File: src/rtl/memmatrix_pkg.sv
// Shared definitions for the Memory Matrix game.
// Holds the default board/round constants and the 3-bit state encoding used
// by the controller; the board generator and display logic import the same
// constants so every block agrees on board size and timing.
package memmatrix_pkg;

  localparam int unsigned CELLS_DEF       = 16;
  localparam int unsigned MAX_GUESSES_DEF = 3;
  localparam int unsigned SHOW_CYCLES_DEF = 100_000_000;

  localparam logic [2:0] ST_IDLE  = 3'd0;
  localparam logic [2:0] ST_GEN   = 3'd1;
  localparam logic [2:0] ST_SHOW  = 3'd2;
  localparam logic [2:0] ST_PLAY  = 3'd3;
  localparam logic [2:0] ST_CHECK = 3'd4;
  localparam logic [2:0] ST_WIN   = 3'd5;
  localparam logic [2:0] ST_LOSE  = 3'd6;

endpackage

File: src/rtl/phase_timer.sv
// Loadable down-counter used to time the memorize phase.
// Ports:
//   clk, reset  - clock, asynchronous active-low reset
//   load        - load the counter with value (takes priority)
//   value       - count to load
//   done        - high in the last counted cycle (count is 1); the counter
//                 reaches 0 on the following edge and then holds there
module phase_timer #(
  parameter int unsigned WIDTH = 27
) (
  input  logic             clk,
  input  logic             reset,
  input  logic             load,
  input  logic [WIDTH-1:0] value,
  output logic             done
);

  logic [WIDTH-1:0] count;

  always_ff @(posedge clk or negedge reset) begin
    if (!reset) begin
      count <= '0;
    end else if (load) begin
      count <= value;
    end else if (count != '0) begin
      count <= count - WIDTH'(1);
    end
  end

  assign done = (count == WIDTH'(1));

endmodule

File: src/rtl/game_controller.sv
// Round-sequencing FSM for the Memory Matrix game.
// Requests a board, shows it for SHOW_CYCLES, then scores one guess at a time
// against the latched board until every set cell is found (win) or the wrong
// guess allowance runs out (lose).
// Ports:
//   clk, reset          - clock, asynchronous active-low reset
//   start               - begin a round from IDLE/WIN/LOSE
//   board, board_ready  - generator output and its valid flag
//   guess_valid, guess_idx - guess handshake (taken when guess_ready)
//   gen_req             - one-cycle request for a new board
//   show                - display latched board (memorize and result phases)
//   guess_ready         - a guess is accepted this cycle
//   found               - correctly guessed cells this round
//   remaining           - wrong guesses left
//   win, lose           - round result, held until the next round
//   state               - current FSM state (debug)
module game_controller
  import memmatrix_pkg::*;
#(
  parameter int unsigned CELLS       = CELLS_DEF,
  parameter int unsigned IDX_W       = $clog2(CELLS),
  parameter int unsigned MAX_GUESSES = MAX_GUESSES_DEF,
  parameter int unsigned GUESS_W     = $clog2(MAX_GUESSES + 1),
  parameter int unsigned SHOW_CYCLES = SHOW_CYCLES_DEF
) (
  input  logic               clk,
  input  logic               reset,
  input  logic               start,
  input  logic [CELLS-1:0]   board,
  input  logic               board_ready,
  input  logic               guess_valid,
  input  logic [IDX_W-1:0]   guess_idx,
  output logic               gen_req,
  output logic               show,
  output logic               guess_ready,
  output logic [CELLS-1:0]   found,
  output logic [GUESS_W-1:0] remaining,
  output logic               win,
  output logic               lose,
  output logic [2:0]         state
);

  localparam int unsigned TIMER_W = $clog2(SHOW_CYCLES + 1);

  logic [2:0]       state_q;
  logic [CELLS-1:0] board_q;
  logic [IDX_W-1:0] guess_q;
  logic             timer_load;
  logic             timer_done;
  logic             board_ok;
  logic             guess_in_range;
  logic [CELLS-1:0] guess_mask;
  logic             guess_hit;
  logic             guess_repeat;
  logic [CELLS-1:0] found_after;

  assign board_ok   = board_ready && (board != '0);
  assign timer_load = (state_q == ST_GEN) && board_ok;

  phase_timer #(
    .WIDTH(TIMER_W)
  ) u_show_timer (
    .clk   (clk),
    .reset (reset),
    .load  (timer_load),
    .value (TIMER_W'(SHOW_CYCLES)),
    .done  (timer_done)
  );

  // Decode the registered guess into a one-hot cell mask; an out-of-range
  // index yields an empty mask, which scores as neither hit nor miss.
  always_comb begin
    guess_in_range = (32'(guess_q) < CELLS);
    guess_mask     = '0;
    if (guess_in_range) begin
      guess_mask = CELLS'(1) << guess_q;
    end
    guess_hit    = |(guess_mask & board_q);
    guess_repeat = |(guess_mask & found);
    found_after  = found | guess_mask;
  end

  always_ff @(posedge clk or negedge reset) begin
    if (!reset) begin
      state_q   <= ST_IDLE;
      board_q   <= '0;
      guess_q   <= '0;
      gen_req   <= 1'b0;
      found     <= '0;
      remaining <= GUESS_W'(MAX_GUESSES);
      win       <= 1'b0;
      lose      <= 1'b0;
    end else begin
      gen_req <= 1'b0;
      case (state_q)
        ST_IDLE, ST_WIN, ST_LOSE: begin
          if (start) begin
            state_q   <= ST_GEN;
            gen_req   <= 1'b1;
            found     <= '0;
            remaining <= GUESS_W'(MAX_GUESSES);
            win       <= 1'b0;
            lose      <= 1'b0;
          end
        end
        ST_GEN: begin
          if (board_ready) begin
            board_q <= board;
            if (board_ok) begin
              state_q <= ST_SHOW;
            end else begin
              // Empty board is unplayable: ask again without leaving GEN.
              gen_req <= 1'b1;
            end
          end
        end
        ST_SHOW: begin
          if (timer_done) begin
            state_q <= ST_PLAY;
          end
        end
        ST_PLAY: begin
          if (guess_valid) begin
            guess_q <= guess_idx;
            state_q <= ST_CHECK;
          end
        end
        ST_CHECK: begin
          state_q <= ST_PLAY;
          if (!guess_in_range) begin
            state_q <= ST_PLAY;
          end else if (guess_hit) begin
            if (!guess_repeat) begin
              found <= found_after;
              if (found_after == board_q) begin
                state_q <= ST_WIN;
                win     <= 1'b1;
              end
            end
          end else if (remaining != '0) begin
            remaining <= remaining - GUESS_W'(1);
            if (remaining == GUESS_W'(1)) begin
              state_q <= ST_LOSE;
              lose    <= 1'b1;
            end
          end
        end
        default: state_q <= ST_IDLE;
      endcase
    end
  end

  assign show        = (state_q == ST_SHOW) || (state_q == ST_WIN) || (state_q == ST_LOSE);
  assign guess_ready = (state_q == ST_PLAY);
  assign state       = state_q;

endmodule

File: config.mk
export PLATFORM = sky130hd
export DESIGN_NAME = game_controller
export DESIGN_NICKNAME = d
export VERILOG_FILES = /design/src/rtl/memmatrix_pkg.sv /design/src/rtl/phase_timer.sv /design/src/rtl/game_controller.sv
export SDC_FILE = /design/constraint.sdc
export NUM_CORES = 1
export LEC_CHECK = 0
export ABC_AREA = 0
export CAP_MARGIN = 20
export CORE_ASPECT_RATIO = 0.9
export CORE_MARGIN = 1
export CORE_UTILIZATION = 25
export CTS_BUF_LIST = sky130_fd_sc_hd__clkbuf_4 sky130_fd_sc_hd__clkbuf_8 sky130_fd_sc_hd__clkbuf_16
export CTS_CLUSTER_SIZE = 24
export DETAILED_ROUTE_END_ITERATION = 6
export PLACE_DENSITY = 0.52
export RECOVER_POWER = 50
export SLEW_MARGIN = 0
export SYNTH_ARGS = -nofsm -noshare
export SYNTH_HDL_FRONTEND = slang
export SYNTH_SLANG_ARGS = --single-unit
File: constraint.sdc
create_clock -name clk -period 4.2 [get_ports clk]
set_input_delay 0.63 -clock clk [delete_from_list [all_inputs] [get_ports clk]]
set_output_delay 0.63 -clock clk [all_outputs]
set_load 0.05 [all_outputs]
== Word-level counts from Yosys, hierarchy flattened ==
Cells that the tools add are included.

* Equality and inequality tests: 20
* Shift operators: 1
* $add $sub $neg: 2
* Bitwise gates (word level): 3
* Reductions and logical operators: 20
* Multiplexer cells: 34

{| class="wikitable"
|+ Operators by type and width
! cell !! number
|-
| 27-bit two-way mux || 2
|-
| 16-bit two-way mux || 3
|-
| 16-bit AND || 2
|-
| 16-bit case mux with 2 select lines || 1
|-
| 16-bit OR reduction || 2
|-
| 3-bit two-way mux || 10
|-
| 27-bit by 1-bit == test with 1-bit output (second input constant) || 1
|-
| 27-bit nonzero test || 1
|-
| 27-bit by 1-bit subtractor with 27-bit output (second input constant) || 1
|-
| 2-bit inequality test (second input constant) || 11
|-
| 16-bit == test || 1
|-
| 16-bit bitwise OR || 1
|-
| 16-bit nonzero test || 1
|-
| 1-bit by 4-bit << shifter with 16-bit output (first input constant) || 1
|-
| 3-bit case mux with 5 select lines || 1
|-
| 5-bit AND reduction || 3
|-
| 1-bit two-way mux || 10
|-
| 3-bit == test (second input constant) || 3
|-
| 4-bit AND reduction || 2
|-
| 3-bit by 2-bit == test with 1-bit output (second input constant) || 2
|-
| 2-bit two-way mux || 3
|-
| 1-bit case mux with 2 select lines || 3
|-
| 2-bit nonzero test || 3
|-
| 2-bit case mux with 2 select lines || 1
|-
| 8 further kinds || 11
|}

* Bits of input ports: 25
* Flip-flop bits (word level): 71
* Logic and storage cells: 89
* Output and inout port bits: 26

== Depth between registers and ports, before layout ==
Gate-level depths: netlist of run 1.

* Depth after elaboration: 7
* Mapped depth: 11
* Gate-level depth less buffers: 8

== Cells and area by module ==
A second synthesis of run 1 with hierarchy kept.

* Cell total of the unflattened synthesis: 504
* Area total of the unflattened synthesis: 4687.0 µm²

{| class="wikitable"
|+ By module, submodules not included
! module !! instances !! area an instance (µm²) !! cells each !! sequential area each (µm²)
|-
| game_controller || 1 || 3002.9 || 324 || 1103.6
|-
| phase_timer || 1 || 1684.1 || 180 || 675.6
|}

== Worst setup path before layout of run 1 ==
OpenSTA, ideal clock, no wires.

* Path kind: flip-flop to output port
* From: reg state_q[1], in the netlist state[1]
* To: out show
* Arrival: 1.967 ns
* Stages on the path, launching flop included: 3
* Required time: 3.570 ns
* Buffers on the path: 0
* Setup slack: 1.603 ns
* Cells stage by stage: dfrtp_1 inv_1 o21ai_0

* Word-level cells in the longest chain between the ends: 3
* Elaborated cells between the ends (all ways): 5
* Classes of those cells: eq/ne: 3; reduce/logical: 2

{| class="wikitable"
|+ Ends and longest elaborated chain
! element !! RTL line !! RTL
|-
| start, declared || game_controller.sv:45 || <nowiki>logic [2:0] state_q;</nowiki>
|-
| start signal, assigned || game_controller.sv:85 || <nowiki>state_q <= ST_IDLE;</nowiki>
|-
| start signal, assigned || game_controller.sv:98 || <nowiki>state_q <= ST_GEN;</nowiki>
|-
| start signal, assigned || game_controller.sv:110 || <nowiki>state_q <= ST_SHOW;</nowiki>
|-
| 3-bit by 2-bit == test with 1-bit output or 3-bit == test (tied branches) || game_controller.sv:153 || <nowiki>assign show = (state_q == ST_SHOW) || (state_q == ST_WIN) || (state_q == ST_LOSE);</nowiki>
|-
| 1-bit logical OR || game_controller.sv:153 ||
|-
| 1-bit logical OR (*) || game_controller.sv:153 ||
|-
| end, declared || game_controller.sv:34 || <nowiki>output logic show,</nowiki>
|}

Every way passes the cells marked *; elsewhere a longest branch is shown, timed or not.

== Worst setup path in the final report of run 1 ==
* From: in board_ready
* To: reg u_show_timer.count[15]

* Word-level cells in the longest chain between the ends: 3
* Elaborated cells between the ends (all ways): 4
* Classes of those cells: mux: 1; reduce/logical: 3

{| class="wikitable"
|+ Ends and longest elaborated chain
! element !! RTL line !! RTL
|-
| start, declared || game_controller.sv:30 || <nowiki>input logic board_ready,</nowiki>
|-
| 1-bit logical AND (*) || game_controller.sv:57 || <nowiki>assign board_ok = board_ready && (board != '0);</nowiki>
|-
| 1-bit logical AND (*) || game_controller.sv:58 || <nowiki>assign timer_load = (state_q == ST_GEN) && board_ok;</nowiki>
|-
| 27-bit two-way mux or 2-bit nonzero test (tied branches) || - ||
|-
| end signal, assigned || phase_timer.sv:24 || <nowiki>count <= value;</nowiki>
|-
| end signal, assigned || phase_timer.sv:26 || <nowiki>count <= count - WIDTH'(1);</nowiki>
|-
| end, declared || phase_timer.sv:18 || <nowiki>logic [WIDTH-1:0] count;</nowiki>
|}

Marks and branches as above.
A chain may end at the register's enable or synchronous reset.

==> results of run 1 <==
logic make-up (layout without fill, tap and decap cells):
| family | Yosys count | in the layout | synth area share |
|---|---|---|---|
| buffers and inverters | 51 | 94 | 0.0496 |
| xor gates and xnor gates | 23 | 23 | 0.0479 |
| and+or+nand+nor | 225 | 225 | 0.300 |
| adders and majority gates | 5 | 5 | 0.0149 |
| DFF | 71 | 71 | 0.423 |
| muxes | 14 | 14 | 0.0360 |
| AOI/OAI and AO/OA | 81 | 81 | 0.129 |
worst max-delay path, delay by kind of cell:
kind / cells / cell delay (ns)
AOI/OAI and AO/OA: 1 / 0.61
xor gates and xnor gates: 1 / 0.18
and+or+nand+nor: 3 / 0.82
buffers and inverters: 2 / 1.18
cell type report:
cell class                 count  share of cell area
clock buffer                   9              0.0435
multi-input combinational    348               0.430
clock inverter                 7              0.0106
timing repair buffer          56               0.107
inverter                      22              0.0159
sequential                    71               0.343
tap                          207              0.0500
sequential cells by signal, summed over array words and instances (netlist names):
name	cells
u_show_timer.count	27
board_q	16
found	16
guess_q	4
state	3
remaining	2
gen_req	1
lose	1
win	1
routing by layer:
metal | vias to the layer above | GRT usage | routed length (µm)
met5 | - | 0 | 0
met2 | 73 | 0.203 | 4890
li1 | 1764 | - | -
met1 | 1770 | 0.186 | 5550
met4 | 0 | 0.0484 | 170
met3 | 12 | 0.0421 | 577
cell usage in the layout (no fill, tap or decap), types with 3 or more instances in the layout:
cell type and n:
nand2b_1 3, or4b_1 3, and3_1 10, nand3_1 14, o21ai_0 19, a21oi_1 15
nor2b_1 3, o21a_1 17, nor4_1 12, dfrtp_1 69, or3_1 5, a31oi_1 4
nor4b_1 8, nand2_1 65, inv_1 22, clkbuf_16 9, nand4_1 6, mux2i_1 5
nand3b_1 4, buf_4 3, xor2_1 8, nor3b_1 9, ha_1 5, a21boi_0 3
and2_1 8, clkdlybuf4s50_1 49, xnor2_1 15, mux2_2 9, nand4bb_1 3, nor2_1 23
nor4bb_1 3, nor3_1 27, nand4b_1 4
through the flow:
step | total power [mW] | cells | utilization
global placement | 2.57 | 703 | 0.300
global route | 3.59 | 720 | 0.318
floorplan | 2.18 | 470 | -
CTS | 3.35 | 719 | 0.317
detailed placement | 2.61 | 703 | 0.300
finish | 3.35 | 720 | 0.318
worst max path at each step:
| stage | from | endpoint | cells after the start |
|---|---|---|---|
| 6_report | board_ready | u_show_timer.count[15] | 7 |
| 3_5_place_dp | guess_q[2] | found[15] | 6 |
| 3_3_place_gp | guess_q[2] | remaining[1] | 6 |
| 4_1_cts | guess_q[2] | found[15] | 6 |
| 2_1_floorplan | state[1] | show | 2 |
| 5_1_grt | state[0] | u_show_timer.count[15] | 7 |
report_power, final:
group          switching (mW)  internal, mW
combinational           0.815         0.601
sequential              0.338         0.876
clock                   0.312         0.404
==> flow_metrics.tcl, run 1 <==
set metrics [dict create \
    cpMostUsedCell "nand2_1" \
    synth_area_leaders "dfrtp_1 (41%), nand2_1 (5.8%), nor3_1 (3.2%), xnor2_1 (3.1%), o21a_1 (3.0%)" \
    syn-cell-area_um2 4210 \
    relSlewSlack -0.488 \
    ff2ff_path_depth 7 \
    grt_setup_unrepaired "false" \
    worst_slew_pin_slew_ns 2.23 \
    rr_endpoint "u_show_timer.count[15]" \
    ys_seq_area_frac 0.423 \
    synth-edff-count 0 \
    multi_input_area_um2 2230 \
    syn_nets 500 \
    routedWlPerCell_um 15.5 \
    synth-seq-cells 71 \
    ir_worst_vdd_uv 250 \
    start_util 0.258 \
    ctsHoldBuffers 0 \
    worstHoldPathCells 2 \
    async_flop_share 1.00 \
    path_cells "clkdlybuf4s50_1 > nor3b_1 > clkbuf_1 > nand2_1 > a2111oi_0 > xnor2_1 > nand2_1" \
    critPathArrivalTime_ns 3.42 \
    fmax_ghz 0.311 \
    yosysUniqueCellTypes 62 \
    core.rowCount 44 \
    cp-start-kind "input pin" \
    period_needed_ns 3.22 \
    status "finished, violations left" \
    cts_root_buf "clkbuf_16" \
    cts_tree "built" \
    hold_path.class "reg2reg" \
    layout.nets 538 \
    io_pins 51 \
    clock_latency_ns 0.35 \
    setup_viol 0 \
    ys.flop_type "dfrtp_1" \
    yosys_warnings 0 \
    drc 6 \
    synthTopCellsByCount "dfrtp_1 (69), nand2_1 (65), nor3_1 (27)" \
    grt_pass1_vias 3544 \
    finalHoldViolCount 0 \
    dieArea_um2 17400 \
    grt_use_total 0.137 \
    hpwl_mm 8.20 \
    yosys.area.top_type_share 0.410 \
    hold_path_end "win" \
    place_ws_ns 0.903 \
    fin_setup_tns_ns 0 \
    reg2reg_from "state[2]" \
    violations "design-rule violations, max-capacitance violations, max-slew violations" \
    avgSynthCellArea_um2 8.96 \
    ant_nets 0 \
    cp-end-kind "flip-flop" \
    h-tree-depth 3 \
    cap_violations 1 \
    fill_cells 1669 \
    wl_mm 11.2 \
    grt-ovfl-total 0 \
    synth.most_common_cell "dfrtp_1" \
    maxSlewViolCount 42 \
    clock_path_buffers 2 \
    core-area_um2 16300 \
    netlist_instances 470 \
    crit_fanout 20 \
    syn2layout_area_growth_pct 23.1 \
    post_cts_resized 0 \
    drt_iter0_drc 285 \
    fp.dieW_um 139 \
    fin_area_um2 5180 \
    viasPerCell 5.03 \
    clock_sinks 71 \
    critPathMaxStageDelay_ns 0.70 \
    n_antenna_cell 0 \
    setup_ws_ns 0.984 \
    placed_area_um2 4890 \
    whs_ns 0.482 \
    clk_pin_slew_worst_paths_ns 0.06 \
    path_class "in2reg" \
    cts_buffers 9 \
    power.density_nw_per_um2 646 \
    cts_setup_buffers 0 \
    dr_total_vias 3619 \
    period_share 0.766 \
    min-delay-start "win" \
    p_leak_nw 2.00 \
    drive_above_1_share 0.0819 \
    yosysTopAreaCell "dfrtp_1" \
    cpMaxStageDelayCell "clkbuf_1" \
    drtPass1Iterations 7 \
    gp_congestion 0.817 \
    grt_pass1_wl_mm 18.7 \
    worstPathRequired_ns 4.41 \
    r2r_slack_ns 1.01 \
    grt_max_degree 44 \
    grt_antenna_before_repair 0 \
    seq_area_um2 1780 \
    die_h_um 125 \
    skew_ns 0.00836 \
    io_buffers 50 \
]
(Power assumes the default switching activity.)
==> run 2: changes to the inputs <==
- clock period: 4.2 -> 3.3 ns (I/O delays scaled with it)
==> run 2 against run 1 <==
The run ends with design-rule violations left. Power is 34% higher. Sequential share of layout area is 0.72 points lower. Register-to-register slack worse by 0.56 ns. Sequential cell count stayed put. Critical path depth stayed put. Critical endpoint is now remaining[1]. Sequential power is 28% higher. Cell count is 1.5% higher. Utilization is 0.68 points higher.
==> flow_metrics.tcl, run 2 (same netlist as run 1, synthesis figures left out) <==
set metrics [dict create \
    cp-end-kind "flip-flop" \
    regMostFlops "u_show_timer.count" \
    wl_mm 11.5 \
    grt_antenna_before_repair 0 \
    final_common_cell "dfrtp_1" \
    dieArea_um2 17400 \
    violations "design-rule violations" \
    viasPerCell 5.00 \
    status "finished, violations left" \
    drtPass1Iterations 6 \
    cts_tree "built" \
    place_ws_ns 0.483 \
    fill_cells 1672 \
    ant_nets 0 \
    start_util 0.258 \
    ir_worst_vdd_uv 311 \
    grt_max_degree 44 \
    io_pins 51 \
    maxSlewViolCount 0 \
    cpMaxStageDelayCell "dfrtp_1" \
    worstPathRequired_ns 3.55 \
    placed_area_um2 4970 \
    met2_usage 0.204 \
    clock_path_buffers 2 \
    grt_pass1_vias 3504 \
    whs_ns 0.485 \
    setup_ws_ns 0.452 \
    path_cells "buf_4 > mux2i_1 > o2bb2ai_1 > o2bb2ai_1 > or4b_1 > or3_1 > a32oi_1" \
    path_class "reg2reg" \
    post_cts_resized 0 \
    largest_reg_flops 27 \
    syn2layout_area_growth_pct 25.7 \
    io_buffers 50 \
    clock_sinks 71 \
    grt_setup_unrepaired "false" \
    core.rowCount 44 \
    critPathArrivalTime_ns 3.10 \
    gp_congestion 0.820 \
    fmax_ghz 0.351 \
    fp.dieW_um 139 \
    worst_slew_pin_slew_ns 1.27 \
    fin_setup_tns_ns 0 \
    drive_above_1_share 0.0954 \
    crit_fanout 24 \
    hpwl_mm 8.49 \
    clk_pin_slew_worst_paths_ns 0.06 \
    clock_latency_ns 0.34 \
    period_share 0.863 \
    n_antenna_cell 0 \
    reg_top3 "u_show_timer.count: 27 flops, board_q: 16 flops, found: 16 flops" \
    p_leak_nw 2.06 \
    final_cell_mix "dfrtp_1 (69), nand2_1 (65), clkdlybuf4s50_1 (49), nor3_1 (27), nor2_1 (23)" \
    cap_violations 0 \
    use_met1 0.199 \
    cp-start-kind "flip-flop" \
    grt_use_total 0.140 \
    dr_total_vias 3655 \
    grtUsageMet3 0.0360 \
    fin_area_um2 5290 \
    cpMostUsedCell "o2bb2ai_1" \
    skew_ns 0.00959 \
    cts_root_buf "clkbuf_16" \
    setup_viol 0 \
    routedWlPerCell_um 15.7 \
    finalPower_mw 4.49 \
    grt-ovfl-total 0 \
    die_h_um 125 \
    h-tree-depth 3 \
    cts_buffers 9 \
    grt_pass1_wl_mm 19.0 \
    period_needed_ns 2.85 \
    relSlewSlack 0.152 \
    drt_iter0_drc 312 \
    core-area_um2 16300 \
    power.density_nw_per_um2 849 \
    drc 11 \
    grt-busiest-layer "met2" \
    finalHoldViolCount 0 \
    layout.nets 549 \
    critPathMaxStageDelay_ns 0.84 \
    hold_path.class "reg2reg" \
]
run 2: cell types whose count changed in the layout (fill, tap and decap cells not counted), sizes merged:
| cell | delta |
|---|---|
| buf | +9 |
| clkbuf | +2 |
| bufinv | +2 |
| clkinv | -3 |
| inv | -1 |
| clkinvlp | +1 |
| dlygate4sd3 | +1 |
run 2: worst paths after layout:
path	from	end	slack, ns	depth (start not counted)
max	guess_q[2]	remaining[1]	0.45	7
min	lose	lose	0.48	2
max reg2reg	guess_q[2]	remaining[1]	0.45	7
min reg2reg	lose	lose	0.48	2
max in group asynchronous	reset	board_q[12]	1.20	3
min in group asynchronous	reset	found[2]	0.59	2
run 2: critical path: cells and delay by family, from the launching register on:
kind                   cells  cell delay [ns]
AND/OR/NAND/NOR            2             0.99
flip-flops                 1             0.84
AO/OA/AOI/OAI              3             0.46
buffers and inverters      1             0.28
multiplexers               1             0.20
run 2: repair_timing:
item | CTS | global route
setup buffers | 0 | 0
endpoints found under the hold margin | 5 | 0
hold buffers | 1 | 0
run 2: metrics by stage:
step           utilization  std cells
6_report             0.325        731
5_1_grt              0.325        731
4_1_cts              0.326        731
3_5_place_dp         0.305        714
3_3_place_gp         0.305        714
2_1_floorplan            -        470
run 2: power by group:
part	switching (mW)	internal (mW)	total, mW
registers	0.433	1.12	1.55
logic	1.07	0.806	1.87
clock network	0.387	0.685	1.07
run 2: routing by layer:
layer | share of wire | up-vias
li1 | - | 1790
met1 | 0.50 | 1781
met2 | 0.43 | 73
met3 | 0.056 | 11
met4 | 0.013 | 0
met5 | 0 | -
run 2: cell type report:
type                       instances  area (µm²)  area share
inverter                          22        82.6      0.0156
sequential                        71        1780       0.336
clock buffer                      10         239      0.0452
tap                              207         259      0.0489
multi-input combinational        348        2230       0.421
timing repair buffer              67         614       0.116
clock inverter                     6        91.3      0.0173
